**src/rtl/seq_mul16.sv**
```systemverilog
`default_nettype none
`timescale 1ns/1ps
// ============================================================================
//  Module   : seq_mul16
//  Purpose  : Multi-cycle unsigned shift-and-add multiplier. Performs one
//             conditional add of the multiplicand per clock and delivers a
//             2*WIDTH-bit product. Valid/ready handshakes on both sides let
//             a sequencer stall on it.
//  Ports    : clk        - system clock, rising edge active
//             rst_n      - asynchronous active-low reset
//             in_valid   - operand pair valid
//             in_ready   - block can accept operands (IDLE)
//             a, b       - multiplicand / multiplier, unsigned, WIDTH bits
//             out_valid  - product valid (DONE)
//             out_ready  - consumer accepts product
//             out_hi     - product bits [2*WIDTH-1:WIDTH]
//             out_lo     - product bits [WIDTH-1:0]
//             out_ovf    - product does not fit in WIDTH bits
//             busy       - multiplication in progress (BUSY)
//  Revision : 1.0 - initial release
// ============================================================================
module seq_mul16 #(
   parameter int WIDTH = 16,
   parameter int CNT_W = 5    // 2**CNT_W must exceed WIDTH
) (
   input  logic             clk,
   input  logic             rst_n,
   input  logic             in_valid,
   output logic             in_ready,
   input  logic [WIDTH-1:0] a,
   input  logic [WIDTH-1:0] b,
   output logic             out_valid,
   input  logic             out_ready,
   output logic [WIDTH-1:0] out_hi,
   output logic [WIDTH-1:0] out_lo,
   output logic             out_ovf,
   output logic             busy
);

   typedef enum logic [1:0] {
      S_IDLE = 2'd0,
      S_BUSY = 2'd1,
      S_DONE = 2'd2
   } state_t;

   localparam logic [CNT_W-1:0] C_LAST_STEP = CNT_W'(WIDTH - 1);

   state_t             state_q, state_d;
   logic [WIDTH-1:0]   mcand_q, mcand_d;
   logic [WIDTH-1:0]   hi_q,    hi_d;
   logic [WIDTH-1:0]   lo_q,    lo_d;
   logic [CNT_W-1:0]   cnt_q,   cnt_d;

   // One extra bit so the adder carry survives into hi[WIDTH-1] after the shift.
   logic [WIDTH:0]     w_sum;

   assign w_sum = lo_q[0] ? ({1'b0, hi_q} + {1'b0, mcand_q}) : {1'b0, hi_q};

   // ------------------------------------------------------------------------
   // State and datapath registers
   // ------------------------------------------------------------------------
   always_ff @(posedge clk or negedge rst_n) begin
      if (!rst_n) begin
         state_q <= S_IDLE;
         mcand_q <= '0;
         hi_q    <= '0;
         lo_q    <= '0;
         cnt_q   <= '0;
      end else begin
         state_q <= state_d;
         mcand_q <= mcand_d;
         hi_q    <= hi_d;
         lo_q    <= lo_d;
         cnt_q   <= cnt_d;
      end
   end

   // ------------------------------------------------------------------------
   // Next-state and datapath update
   // ------------------------------------------------------------------------
   always_comb begin
      state_d = state_q;
      mcand_d = mcand_q;
      hi_d    = hi_q;
      lo_d    = lo_q;
      cnt_d   = cnt_q;

      case (state_q)
         S_IDLE: begin
            if (in_valid) begin
               mcand_d = a;
               lo_d    = b;
               hi_d    = '0;
               cnt_d   = '0;
               state_d = S_BUSY;
            end
         end

         S_BUSY: begin
            // {hi, lo} <= {carry, sum, lo} >> 1 : multiplier bits retire from
            // the bottom of lo while product bits enter from the top.
            hi_d  = w_sum[WIDTH:1];
            lo_d  = {w_sum[0], lo_q[WIDTH-1:1]};
            cnt_d = cnt_q + 1'b1;
            if (cnt_q == C_LAST_STEP) begin
               state_d = S_DONE;
            end
         end

         S_DONE: begin
            // Release goes through IDLE, so a new accept is always one edge later.
            if (out_ready) begin
               state_d = S_IDLE;
            end
         end

         default: begin
            state_d = S_IDLE;
         end
      endcase
   end

   // ------------------------------------------------------------------------
   // Outputs: decoded from state or taken straight from the registers, so an
   // asynchronous reset clears them without waiting for a clock edge.
   // ------------------------------------------------------------------------
   assign in_ready  = (state_q == S_IDLE);
   assign busy      = (state_q == S_BUSY);
   assign out_valid = (state_q == S_DONE);
   assign out_hi    = hi_q;
   assign out_lo    = lo_q;
   assign out_ovf   = |hi_q;

endmodule
`default_nettype wire

```
**config.mk**
```make
export PLATFORM = sky130hd
export DESIGN_NAME = seq_mul16
export DESIGN_NICKNAME = d
export VERILOG_FILES = /design/src/rtl/seq_mul16.sv
export SDC_FILE = /design/constraint.sdc
export NUM_CORES = 1
export LEC_CHECK = 0
export BUFFER_PORTS_ARGS = -buffer_cell sky130_fd_sc_hd__buf_4
export CAP_MARGIN = 10
export CORE_MARGIN = 2
export CORE_UTILIZATION = 40
export DETAILED_ROUTE_END_ITERATION = 10
export GPL_ROUTABILITY_DRIVEN = 0
export PLACE_DENSITY_LB_ADDON = 0.05
export SLEW_MARGIN = 40
export SYNTH_ARGS = -nofsm -noshare
export SYNTH_HDL_FRONTEND = slang
export SYNTH_SLANG_ARGS = --single-unit
```
**constraint.sdc**
```tcl
create_clock -name clk -period 3.4 [get_ports clk]
set_clock_uncertainty 0.15 [all_clocks]
set_input_delay 0.17 -clock clk [delete_from_list [all_inputs] [get_ports clk]]
set_output_delay 0.17 -clock clk [all_outputs]
set_load 0.01 [all_outputs]
```
**Word-level counts from Yosys, hierarchy flattened**

Cells that the tools add are included.

- Multiplexer cells: 11
- Eq/ne operators: 6
- Add/sub/neg operators: 2
- Reductions and logical operators: 6

Operators with widths:

| kind | count |
|---|---|
| 16-bit case mux with 2 select lines | 2 |
| 16-bit 2-to-1 mux | 2 |
| 16-bit by 16-bit adder with 17-bit output | 1 |
| 17-bit 2-to-1 mux | 1 |
| 16-bit OR reduction | 1 |
| 5-bit case mux with 2 select lines | 1 |
| 2-bit 2-to-1 mux | 3 |
| 2-bit case mux with 3 select lines | 1 |
| 5-bit by 1-bit adder with 5-bit output, second input constant | 1 |
| 5-bit by 4-bit equality test with 1-bit output, second input constant | 1 |
| 5-bit 2-to-1 mux | 1 |
| 2-bit by 1-bit inequality test with 1-bit output, second input constant | 2 |
| 2-bit AND reduction | 2 |
| 3-bit AND reduction | 1 |
| 2-bit by 1-bit equality test with 1-bit output, second input constant | 1 |
| 2-bit equality test, second input constant | 1 |
| 2-bit logical NOT | 1 |
| 2-bit inequality test, second input constant | 1 |
| 2-bit nonzero test | 1 |

- Input port bits: 36
- Register bits: 55
- Logic and storage cells: 30

**Longest topological paths before layout**

- Word-level depth: 3
- Depth in mapped cells: 8

**Least setup slack after synthesis**

Ideal clock, no wire load.

- Path kind: register to register
- From: reg hi_q[0], in the netlist out_hi[0]
- To: reg hi_q[13], in the netlist out_hi[13]
- Data required time: 3174 ps
- Stages on the path, launching flop included: 9
- Path buffers: 0
- Data arrival time: 2471 ps
- Setup time: 76 ps
- Slack: 703 ps
- Cells stage by stage: dfrtp_1 -> ha_1 -> fa_1 -> a211oi_2 -> o21bai_2 -> a311o_2 -> o2111ai_2 -> mux2_1 -> o21ai_1

- Longest elaborated chain between the ends: 3

RTL lines:

| what | RTL line | text |
|---|---|---|
| start: declaration | 50 | `logic [WIDTH-1:0] hi_q, hi_d;` |
| start signal: assignment | 72 | `hi_q <= hi_d;` |
| 16-bit by 16-bit adder with 17-bit output | 57 | `assign w_sum = lo_q[0] ? ({1'b0, hi_q} + {1'b0, mcand_q}) : {1'b0, hi_q};` |
| 17-bit 2-to-1 mux | 57 |  |
| 16-bit case mux with 2 select lines | 88 | `case (state_q)` |

Every way passes these cells.
A chain may end at the register's enable or synchronous reset.

**Final worst setup path**

Ends and elaborated chain as after synthesis.

==> metrics.log <==
[metrics] CORE AREA: 0.00773 mm^2
[metrics] Port Buffers: between 70 and 80
[metrics] minimum clock period: around 2.8 ns
[metrics] measured slew at the worst slew-check pin: about 0.78 ns
[metrics] worst-case clock buffer depth: 2
[metrics] least setup slack across all paths after layout: approximately 0.56 ns
[metrics] Crit path required time: roughly 3.5 ns
[metrics] post-CTS setup-driven buffer insertion count: 0
[metrics] wire length of the first global-routing pass: between 10 and 15 mm
[metrics] sw power: 1.92 mW
[metrics] WL final: between 8 and 9 mm
[metrics] Syn Area/Cell: between 8 and 9 um^2
[metrics] clk sinks: 55
[metrics] Post-synth EDFFs: 0
[metrics] total instance count after detailed placement: between 500 and 600
[metrics] sequential share of the synthesized area: a little over two fifths
[metrics] reg2reg path depth: 8
[metrics] leading post-synthesis cells by cell area: dfrtp_1 43%, nand2_1 11%, ha_1 7.1%
[metrics] Flop pwr share: 31.4%
[metrics] most common cell after layout, fill and taps aside: nand2_1
[metrics] relative max-transition margin: a little under half
[metrics] total overflow reported by the global router: 0
[metrics] initial antenna violation count: 0
[metrics] Async S/R FF share, synth: 100%
[metrics] overall routing resource usage: about a fifth
[metrics] nature of the critical path startpoint: flop
[metrics] synthesized netlist net count: 424
[metrics] Syn Inst Count: around 370
[metrics] aggregate negative setup slack: 0 ns
[metrics] post-placement setup slack: 0.568 ns
[metrics] router iterations before antenna repair: 4
[metrics] Die Area: 0.00867 mm^2
[metrics] critical path peak fanout: 5
[metrics] WL/cell: between 10 and 15 um
[metrics] synthesized cell area: about 0.0032 mm^2
[metrics] Reg2Reg Launch Point: out_hi[0]$_DFFE_PN0P_
[metrics] final worst-path cycle share: a little over four fifths
[metrics] Switching Share: 45.7%
[metrics] total of cells resized after clock tree synthesis: 0
[metrics] residual DRC count: 0
[metrics] total number of vias: around 3000
[metrics] clock buffer count from CTS: 5
[metrics] Yosys warning total: 0
[metrics] clock share of power: under 10%
[metrics] Lkg Pwr: between 1.5 and 2 nW
[metrics] max-slew violation count: 0
[metrics] number of inserted filler cells in the final layout: around 740
[metrics] clock slew at reported path FFs: 0.10 ns
[metrics] post-route total power: ~4.2 mW
[metrics] Die Y-Extent: about 93 um
[metrics] cell with the biggest individual delay on the critical path: dfrtp_1
[metrics] cts-stage hold buffer count: 34
[metrics] RSZ-0062 raised after global routing: no
[metrics] Non-Filler Instances: approximately 570
[metrics] number of cell rows: 32
[metrics] peak supply drop: around 0.53 mV
[metrics] r2r endpoint: out_hi[13]$_DFFE_PN0P_
[metrics] worst setup path class: flop to flop
[metrics] count of final hold-check violations: 0
[metrics] count of H-tree levels built during CTS: 2
[metrics] register cell area after layout: 0.00138 mm^2
[metrics] mean number of vias per cell: between 5 and 6
[metrics] CP Capture Type: flop
[metrics] flip-flop and latch count after synthesis: 55
[metrics] clock network latency to the later pin of the worst-skew pair: 0.31 ns
[metrics] cell internal pwr: between 2 and 2.5 mW
[metrics] Synth area leader: dfrtp_1
[metrics] Clk Tree Root Cell: clkbuf_8
[metrics] number of antenna repair diodes: 0
[metrics] Final Net Count: just over 500
[metrics] final setup vio count: 0
[metrics] number of nets still failing antenna checks after routing: 0
[metrics] area grow syn2layout: 32.9%
[metrics] maximum operating frequency: roughly 350 MHz
[metrics] number of different library cells in the post-synthesis netlist: 50
[metrics] DRC violation total after the first TritonRoute iteration: 149
[metrics] total of max-cap violations: 0
[metrics] CTS tree: built
[metrics] most common flop cell mapped by yosys: dfrtp_1
[metrics] maximum number of pins on one net before global-route repair: 56
[metrics] effective utilization at floorplan: approximately 41%
[metrics] DP HPWL: 5.69 mm
[metrics] status: completed
[metrics] ordered cell list for the critical path: ha_1 -> fa_1 -> a211oi_2 -> o21bai_2 -> a311o_2 -> o2111ai_2 -> mux2_1 -> o21ai_1
[metrics] signal arrival time at the worst endpoint: slightly below 3 ns
[metrics] highest-count cells in the layout ignoring fill and taps: 95 x nand2_1, 75 x buf_4, 55 x dfrtp_1
[metrics] post-synth top area share: 43.3%
[metrics] Horiz. Die Dim: 93.1 um
[metrics] class of the most critical hold timing path: primary input to asynchronous set/reset pin
[metrics] CP max stage delay: around 0.43 ns
[metrics] number of global-route vias before repair: about 2900
[metrics] share of power burned in combinational logic: about three fifths
[metrics] Reg2Reg Setup Slack: 0.56 ns
[metrics] power per standard cell area: between 900 and 1000 mW/mm^2
[metrics] fraction of layout instances using a drive strength above 1: between 10% and 20%
[metrics] area of the multi-input gates: 0.00170 mm^2
[metrics] Boundary Pins: 72
==> final cells by class <==
type | instances | share of cell area [%]
clock buffers | 7 | 2.05
clock inverters | 1 | 0.207
inverters | 4 | 0.356
multi-input cells | 289 | 40.4
flip-flops and latches | 55 | 32.6
well taps | 102 | 3.02
repair buffers | 109 | 21.4
==> worst max-delay path by stage <==
stage,startpoint,endpoint,slack (ns),cells after the start
after CTS,out_hi[0]$_DFFE_PN0P_,out_hi[13]$_DFFE_PN0P_,0.54,8
after global routing,out_hi[0]$_DFFE_PN0P_,out_hi[11]$_DFFE_PN0P_,0.43,8
final,out_hi[0]$_DFFE_PN0P_,out_hi[13]$_DFFE_PN0P_,0.56,8
after detailed placement,out_hi[0]$_DFFE_PN0P_,out_hi[13]$_DFFE_PN0P_,0.57,8
after global placement,out_hi[0]$_DFFE_PN0P_,out_hi[13]$_DFFE_PN0P_,0.63,8
after floorplan,out_hi[0]$_DFFE_PN0P_,out_hi[13]$_DFFE_PN0P_,0.70,8
==> kinds of logic (layout without fill, tap and decap cells) <==
group                    after synthesis  count (layout)  synth area share [%]
adder cells (fa/ha/maj)               19              19                  7.72
buffers and inverters                 25             121                  2.99
multiplexers                           4               4                  1.30
AO/OA/AOI/OAI                         94              94                  20.4
AND/OR/NAND/NOR                      164             164                  22.1
XOR/XNOR                               8               8                  2.21
flip-flops                            55              55                  43.3
==> worst max-delay path: cells and delay by family (launching register included) <==
family	cells	cell delay, ns
compound gates	5	1.18
fa+ha+maj	2	0.67
flops	1	0.43
mux	1	0.34
==> synthesized netlist by cell type, types with 5 or more instances <==
cell and n:
nand3_1 13, ha_1 18, a22oi_1 5, nor2_1 31, a21oi_1 14, nor2b_1 5
nand2_1 95, o21ai_0 22, dfrtp_1 55, clkbuf_1 19, a31oi_1 18, a21o_1 5
==> layer usage <==
metal  up-vias  global-route usage [%]  wire, um
li1       1500                       -         -
met5         -                       0         0
met3        12                    3.71       349
met1      1449                    29.1      4170
met2        61                    33.0      3840
met4         0                    5.15       140
==> power by group through the flow <==
stage          Combinational [mW]  Clock [mW]  Sequential, mW
4_1_cts                      2.50       0.403            1.32
6_report                     2.49       0.391            1.32
2_1_floorplan                1.68           0            1.31
3_5_place_dp                 2.46           0            1.33
3_3_place_gp                 2.44           0            1.33
5_1_grt                      2.80       0.429            1.37
==> per-stage QoR <==
stage | utilization (%) | hold slack (ns) | instance area [um^2]
2_1_floorplan | - | -0.276 | 3180
3_3_place_gp | 49.0 | 0.131 | 3790
3_5_place_dp | 49.0 | 0.125 | 3790
4_1_cts | 54.6 | 0.322 | 4220
5_1_grt | 54.6 | 0.367 | 4220
6_report | 54.6 | 0.292 | 4220
==> sequential cells by signal, indices dropped and copies added, names as in the netlist <==
| name | flops |
|---|---|
| mcand_q | 16 |
| cnt_q | 5 |
| out_lo | 16 |
| state_q | 2 |
| out_hi | 16 |
Power figures use the tool's default switching activity.
